$ cat config.mk
export PLATFORM = sky130hd
export DESIGN_NAME = fp_encoder_seq
export DESIGN_NICKNAME = d
export VERILOG_FILES = /design/src/rtl/fp_encoder_seq.sv
export SDC_FILE = /design/constraint.sdc
export NUM_CORES = 1
export LEC_CHECK = 0
export BUFFER_PORTS_ARGS = -buffer_cell sky130_fd_sc_hd__clkbuf_2
export CAP_MARGIN = 10
export CORE_ASPECT_RATIO = 1.75
export CORE_MARGIN = 4
export CORE_UTILIZATION = 35
export CTS_CLUSTER_DIAMETER = 40
export DETAILED_ROUTE_END_ITERATION = 10
export GPL_TIMING_DRIVEN = 0
export PLACE_DENSITY = 0.61
export RECOVER_POWER = 100
export REMOVE_ABC_BUFFERS = 1
export SYNTH_ARGS = -nofsm -noshare
export SYNTH_HDL_FRONTEND = slang
export SYNTH_SLANG_ARGS = --single-unit
$ cat constraint.sdc
create_clock -name clk -period 2.5 [get_ports clk]
set_input_delay 0.125 -clock clk [delete_from_list [all_inputs] [get_ports clk]]
set_output_delay 0.125 -clock clk [all_outputs]
set_load 0.02 [all_outputs]
$ cat src/rtl/fp_encoder_seq.sv
// rtl/fp_encoder_seq.sv - iterative signed-sample to {sign, exponent, significand} encoder (optional FP_ENCODER_ROUND_EN)
module fp_encoder_seq #(
    parameter int IN_W  = 12,
    parameter int EXP_W = 3,
    parameter int SIG_W = 4
) (
    input  logic             clk,
    input  logic             rst,
    input  logic             in_valid,
    input  logic [IN_W-1:0]  in_data,
    output logic             in_ready,
    output logic             out_valid,
    input  logic             out_ready,
    output logic             out_sign,
    output logic [EXP_W-1:0] out_exp,
    output logic [SIG_W-1:0] out_sig,
    output logic             out_sat
);

    localparam int E_MAX = (1 << EXP_W) - 1;
    localparam int MAG_W = IN_W - 1;
    localparam logic [EXP_W-1:0] E_MAX_V = EXP_W'(E_MAX);

    generate
        if (IN_W != SIG_W + E_MAX + 1) begin : g_cfg_err
            $error("fp_encoder_seq: IN_W must equal SIG_W + 2**EXP_W");
        end
    endgenerate

    typedef enum logic [2:0] {
        IDLE  = 3'd0,
        CONV  = 3'd1,
        NORM  = 3'd2,
        ROUND = 3'd3,
        DONE  = 3'd4
    } state_t;

    state_t state, state_next;

    logic [IN_W-1:0]  data_q;
    logic [MAG_W-1:0] mag_q;
    logic [EXP_W-1:0] lz_q;
    logic             sign_q;
    logic             sat_q;

    logic [IN_W-1:0]  neg_data;
    logic             most_neg;
    logic             norm_step;
    logic [EXP_W-1:0] e_code;
    logic [SIG_W-1:0] f_code;
    logic             sat_code;

    assign neg_data = IN_W'(0) - data_q;
    assign most_neg = (data_q == {1'b1, {(IN_W-1){1'b0}}});
    assign norm_step = !mag_q[MAG_W-1] && (lz_q != E_MAX_V);

    always_comb begin
        state_next = state;
        in_ready   = 1'b0;
        out_valid  = 1'b0;
        case (state)
            IDLE: begin
                in_ready = 1'b1;
                if (in_valid) state_next = CONV;
            end
            CONV:  state_next = NORM;
            NORM:  if (!norm_step) state_next = ROUND;
            ROUND: state_next = DONE;
            DONE: begin
                out_valid = 1'b1;
                if (out_ready) state_next = IDLE;
            end
            default: state_next = IDLE;
        endcase
    end

    // Final code from the normalised magnitude; E = 0 is the exact subnormal range.
`ifdef FP_ENCODER_ROUND_EN
    logic             guard;
    logic [SIG_W:0]   f_inc;
    always_comb begin
        e_code   = E_MAX_V - lz_q;
        f_code   = mag_q[MAG_W-1 -: SIG_W];
        sat_code = sat_q;
        guard    = mag_q[MAG_W-1-SIG_W];
        f_inc    = {1'b0, mag_q[MAG_W-1 -: SIG_W]} + {{SIG_W{1'b0}}, 1'b1};
        if (guard && (e_code != '0)) begin
            if (f_inc[SIG_W]) begin
                if (e_code != E_MAX_V) begin
                    f_code = {1'b1, {(SIG_W-1){1'b0}}};
                    e_code = e_code + 1'b1;
                end else begin
                    f_code   = '1;
                    sat_code = 1'b1;
                end
            end else begin
                f_code = f_inc[SIG_W-1:0];
            end
        end
    end
`else
    always_comb begin
        e_code   = E_MAX_V - lz_q;
        f_code   = mag_q[MAG_W-1 -: SIG_W];
        sat_code = sat_q;
    end
`endif

    always_ff @(posedge clk or posedge rst) begin
        if (rst) begin
            state    <= IDLE;
            data_q   <= '0;
            mag_q    <= '0;
            lz_q     <= '0;
            sign_q   <= 1'b0;
            sat_q    <= 1'b0;
            out_sign <= 1'b0;
            out_exp  <= '0;
            out_sig  <= '0;
            out_sat  <= 1'b0;
        end else begin
            state <= state_next;
            case (state)
                IDLE: if (in_valid) data_q <= in_data;
                CONV: begin
                    sign_q <= data_q[IN_W-1];
                    lz_q   <= '0;
                    if (most_neg) begin
                        mag_q <= '1;
                        sat_q <= 1'b1;
                    end else begin
                        mag_q <= data_q[IN_W-1] ? neg_data[MAG_W-1:0] : data_q[MAG_W-1:0];
                        sat_q <= 1'b0;
                    end
                end
                NORM: if (norm_step) begin
                    mag_q <= {mag_q[MAG_W-2:0], 1'b0};
                    lz_q  <= lz_q + 1'b1;
                end
                ROUND: begin
                    out_sign <= sign_q;
                    out_exp  <= e_code;
                    out_sig  <= f_code;
                    out_sat  <= sat_code;
                end
                default: ;
            endcase
        end
    end

endmodule
==> impl_metrics.toml, run 1 <==
[timing]
slew-limit-headroom = 0.0183
fin_worst_skew_ns = 0.00437
rsz0062_at_grt = "false"
post-route-min-period_ns = 2.32
fmax_mhz = 431
worst_slew_pin_slew_ns = 1.47
drv_slew = 0
setup-violations-final = 0
period_share = 0.929
hold_viol_final = 0
hold_ws_ns = 0.0266
worst_slack_ns = 0.179
timing.setup.tns_ns = 0

[critical_path]
crit_path_max_fanout = 9
crit_path_end_kind = "flop"
cp-start-kind = "flop"
crit_type = "flop to flop"
required_ns = 2.71
ff2ff_setup_slack_ns = 0.18
slowest_stage = "or3b_2"
crit_chain = "inv_1 > ha_1 > or3b_2 > or4_4 > o21ai_4 > nor3_1 > nor3_2"
arrival_ns = 2.53
worst_path_largest_cell_delay_ns = 0.50

[grt]
grt_pass1_vias = 1306
track_usage = 0.113
gr-total-overflow = 0
grt_antenna_before_repair = 0
grt_pass1_wl_um = 5920
grt_max_degree = 41

[finish]
finalNonFillerCells = 250
multiInputGateArea_sq_um = 791
layout-drive-gt1-share = 0.240
nets = 214
seq_area_sq_um = 1000
antenna_cells = 0
fin_util = 0.422
fill_cells = 521
synthToLayoutAreaGrowth_pct = 15.0
fin_area_sq_um = 2120

[synth]
synth_area_sq_um = 1840
synthTopCellsByCount = "40 x dfrtp_1, 27 x nand2_1, 16 x mux2_2"
synth_seq_cells = 40
yosysSeqAreaShare = 0.543
syn-instance-count = 170
synth_warnings = 0
async_reset_ff_frac = 1.00
synth_edf_count = 0
synth.area.top_cells = "dfrtp_1 54%, mux2_2 9.8%, nand2_1 5.5%"
yosys.area.top_type = "dfrtp_1"
synth_top_cell_area_share = 0.543
synth.most_common_cell = "dfrtp_1"
synth.distinct_cells = 30
avgSynthCellArea_sq_um = 10.8
synthFlopType = "dfrtp_1"

[route]
num_vias = 1300
ant_nets = 0
drtPass1Iterations = 4
routed_wl_um = 3380
drtIter0Drc = 30
wire_per_inst_um = 13.5
post_drt_via_cell_ratio = 5.20
drcViolationCount = 0

[clock_network]
postCtsResizedCells = 1
ctsHoldBuffers = 0
post_cts_buffers = 0
cts_sinks = 40
htree_levels = 2
cts_root_buffer = "clkbuf_8"
tritoncts = "done"
clk_latency_ns = 0.28
cts_inserted_buffers = 5
path_clk_slew_ns = 0.08
clk_path_buf_depth = 2

[die]
rows = 34
io_pins = 27
die_h_um = 104
start_util = 0.367
fp.dieArea_sq_um = 6540
fp.dieW_um = 62.9
coreArea_sq_um = 5020

[placed_design]
dp_slack_ns = -0.0113
hpwl_um = 2470
place_congestion = 0.732
placed_cell_area_sq_um = 2010
dp.cells = 242
port_buffers = 26

[power_and_ir_drop]
vdd_ir_drop_max_mv = 0.684
p_leak_nw = 0.954
powerDensity_nw_per_um2 = 1420
p_total_mw = 3.01

[run_status]
violations = "capacitance limit"
status = "complete, but fails checks"

[worst_hold_path]
hold_path_class = "primary input to flop"

[flow_run]
max-cap-violations = 1
## path summary, 6_finish.rpt
kind	start	end	cells past startpoint
worst max register to register	data_q[0]	mag_q[5]	7
worst max-delay path	data_q[0]	mag_q[5]	7
max in group asynchronous	rst	mag_q[9]	2
worst min register to register	mag_q[0]	mag_q[0]	2
worst min-delay path	out_ready	state[2]	2
min in group asynchronous	rst	data_q[0]	2
## worst max-delay path, delay by kind of cell (launching register included)
family / cells / cell delay, ns
AOI/OAI and AO/OA: 1 / 0.29
buffers and inverters: 1 / 0.09
adders and majority gates: 1 / 0.16
DFF: 1 / 0.42
and+or+nand+nor: 4 / 1.28
## layer usage
metal	vias up	wire length (um)	GRT usage
li1	650	-	-
met1	625	1340	0.114
met2	20	1860	0.207
met3	5	139	0.0357
met4	0	47	0.0474
met5	-	0	0
## power by group
part	internal, mW	switching [mW]
combinational	0.557	0.657
clock	0.352	0.214
sequential	0.955	0.280
total	1.86	1.15
## state kept, by name (all words and copies together), names as in the netlist
register and flops:
data_q 12, mag_q 11, out_sig 4, lz_q 3, out_exp 3, state 3, out_sat 1, out_sign 1
sat_code 1, sign_q 1
## cell type report
| type | count | share of cell area |
|---|---|---|
| timing repair buffer | 26 | 0.0549 |
| multi-input combinational | 117 | 0.373 |
| clock inverter | 1 | 0.0142 |
| sequential | 40 | 0.472 |
| clock buffer | 7 | 0.0454 |
| inverter | 5 | 0.00885 |
| tap | 54 | 0.0319 |
## kinds of logic after synthesis
kind of cell,count (synthesis),synth area share
AO/OA/AOI/OAI,36,0.123
XOR/XNOR,8,0.0380
adder cells (fa/ha/maj),3,0.0204
buffers and inverters,13,0.0271
flip-flops,40,0.543
multiplexers,16,0.0977
AND/OR/NAND/NOR,54,0.151
## layout by cell type, fill, tap and decap left out
cell       instances
o31ai_1            4
nor2_2             1
nor2_1             6
nand2_1           27
or3b_2             2
a211o_1            1
nor3_1             5
o41ai_1            1
xnor2_1            8
nand3b_1           1
or4_1              1
nor3b_1            2
and2_0             1
mux2_2            16
bufinv_16          1
nand2b_1           2
clkbuf_1          11
nor3_2             1
o22ai_1            8
or3b_1             1
clkbuf_2          15
ha_1               3
a22o_1             1
clkbuf_8           7
dfrtp_1           40
o21ai_4            1
and3_2             1
or3_1              1
o21ai_0           17
o21ai_1            2
inv_1              5
or4_4              2
a2111oi_0          1
Note: power is estimated with default switching activity, not from simulation.
==> inputs of run 2 (changes only) <==
--- a/config.mk
+++ b/config.mk
@@ -8,12 +8,11 @@
 export BUFFER_PORTS_ARGS = -buffer_cell sky130_fd_sc_hd__clkbuf_2
 export CAP_MARGIN = 10
 export CORE_ASPECT_RATIO = 1.75
-export CORE_MARGIN = 4
-export CORE_UTILIZATION = 35
+export CORE_UTILIZATION = 49
 export CTS_CLUSTER_DIAMETER = 40
 export DETAILED_ROUTE_END_ITERATION = 10
 export GPL_TIMING_DRIVEN = 0
-export PLACE_DENSITY = 0.61
+export PLACE_DENSITY = 0.78
 export RECOVER_POWER = 100
 export REMOVE_ABC_BUFFERS = 1
 export SYNTH_ARGS = -nofsm -noshare
==> impl_metrics.toml, run 2 (same netlist as run 1, synthesis figures left out) <==
[run_status]
status = "complete, no violations"

[die]
coreArea_sq_um = 3590
fp.dieArea_sq_um = 4020
rows = 29
start_util = 0.513
die_h_um = 83.2
io_pins = 27
fp.dieW_um = 48.4

[route]
drtPass1Iterations = 3
ant_nets = 0
routed_wl_um = 3050
post_drt_via_cell_ratio = 5.26
wire_per_inst_um = 12.5
drcViolationCount = 0
drtIter0Drc = 30
num_vias = 1277

[grt]
grt_pass1_vias = 1268
grt_pass1_wl_um = 5360
grt_antenna_before_repair = 0
grt_max_degree = 41
track_usage = 0.175
gr-total-overflow = 0

[finish]
final_cell_mix = "40 x dfrtp_1, 27 x nand2_1, 18 x o21ai_0"
final_common_cell = "dfrtp_1"
layout-drive-gt1-share = 0.239
regMostFlops = "data_q"
reg.largest.list = "data_q: 12 flops, mag_q: 11 flops, out_sig: 4 flops"
finalNonFillerCells = 243
nets = 215
synthToLayoutAreaGrowth_pct = 13.2
largest_register_ffs = 12
antenna_cells = 0

[timing]
hold_viol_final = 0
worst_slew_pin_slew_ns = 1.44
fmax_mhz = 435
timing.setup.tns_ns = 0
drv_slew = 0
worst_slack_ns = 0.203
period_share = 0.919
rsz0062_at_grt = "false"
setup-violations-final = 0
fin_worst_skew_ns = 0.00524
post-route-min-period_ns = 2.30
slew-limit-headroom = 0.0395

[power_and_ir_drop]
vdd_ir_drop_max_mv = 0.792
netSwitchingPower_mw = 1.14
p_total_mw = 2.88
p_sw_frac = 0.398
powerDensity_nw_per_um2 = 1380
p_seq_frac = 0.428
p_int_mw = 1.73
p_leak_nw = 0.944
pwr-share-clk = 0.152
comb_power_share = 0.420

[critical_path]
ff2ff_setup_slack_ns = 0.20
crit_chain = "inv_1 > ha_1 > or3b_2 > or4_4 > o21ai_4 > nor3_1 > nor3_2"
r2r-end = "mag_q[5]"
rr_worst_depth = 7
arrival_ns = 2.52
cp-start-kind = "flop"
crit_path_max_fanout = 9
worst_path_largest_cell_delay_ns = 0.49
timing.rr.start = "data_q[0]"
crit_path_end_kind = "flop"
slowest_stage = "or3b_2"
required_ns = 2.72
crit_type = "flop to flop"

[worst_hold_path]
min_path_cells = 2
holdCritStartpoint = "out_ready"
hold_path_class = "primary input to flop"
min_to = "state[2]"

[clock_network]
cts_inserted_buffers = 5
clk_path_buf_depth = 2
path_clk_slew_ns = 0.08
post_cts_buffers = 0
clk_latency_ns = 0.29
cts_root_buffer = "clkbuf_8"
htree_levels = 2
tritoncts = "done"
cts_sinks = 40

[flow_run]
max-cap-violations = 0

[placed_design]
port_buffers = 26
dp.cells = 234
place_congestion = 0.792
hpwl_um = 2200
dp_slack_ns = -0.0318
==> run 2: changes by cell type in the layout (fill, tap and decap cells not counted) <==
| cell | previous run | this run |
|---|---|---|
| o21ai_1 | 2 | 1 |
| bufinv_16 | 1 | 0 |
| clkbuf_8 | 7 | 6 |
| dlygate4sd3_1 | 0 | 1 |
| o21ai_0 | 17 | 18 |
| clkinv_2 | 0 | 2 |
==> run 2: cell type report <==
type                            instances  area (sq um)
Sequential cell                        40          1000
Timing Repair Buffer                   27           126
Fill cell                             319          1510
Inverter                                5          18.8
Clock buffer                            6          82.6
Clock inverter                          2          10.0
Multi-Input combinational cell        117           791
Tap cell                               46          57.6
==> run 2: timing repair <==
item                                    CTS  global route
hold buffers                              1             0
resized for setup                         1             0
endpoints found under the setup margin    7             0
hold endpoints to repair                 40             0
==> run 2: metal layers <==
metal,wire (um),up-vias,track usage
met2,1630,23,0.311
li1,-,650,-
met1,1260,600,0.185
met5,0,-,0
met3,109,4,0.0330
met4,48,0,0.112
==> run 2: power by group through the flow <==
stage	Sequential [mW]	Clock (mW)	Combinational (mW)
after global placement	1.23	0	1.23
final	1.23	0.436	1.21
after floorplan	1.25	0	0.953
after detailed placement	1.25	0	1.27
after CTS	1.23	0.451	1.28
after global routing	1.28	0.481	1.35
==> run 2: how the worst max path moves through the flow <==
stage,from,to,slack (ns),cells after the start
5_1_grt,state[1],mag_q[5],0.07,5
6_report,data_q[0],mag_q[5],0.20,7
4_1_cts,data_q[0],mag_q[5],0.21,7
3_5_place_dp,state[1],mag_q[5],-0.03,5
3_3_place_gp,state[1],mag_q[5],-0.007,5
2_1_floorplan,data_q[0],mag_q[5],0.42,7
==> run 2: metrics by stage <==
stage                     utilization  hold slack, ns  instance area, sq um
after floorplan                     -           0.232                  1810
after global placement          0.557           0.313                  2000
after CTS                       0.586         0.00210                  2110
after global routing            0.581          0.0189                  2090
final                           0.581          0.0141                  2090
after detailed placement        0.557           0.315                  2000
==> run 2: critical path: cells and delay by family (launching register included) <==
family,cells,cell delay [ns]
adder cells (fa/ha/maj),1,0.15
flip-flops,1,0.42
AO/OA/AOI/OAI,1,0.30
buffers and inverters,1,0.08
AND/OR/NAND/NOR,4,1.28
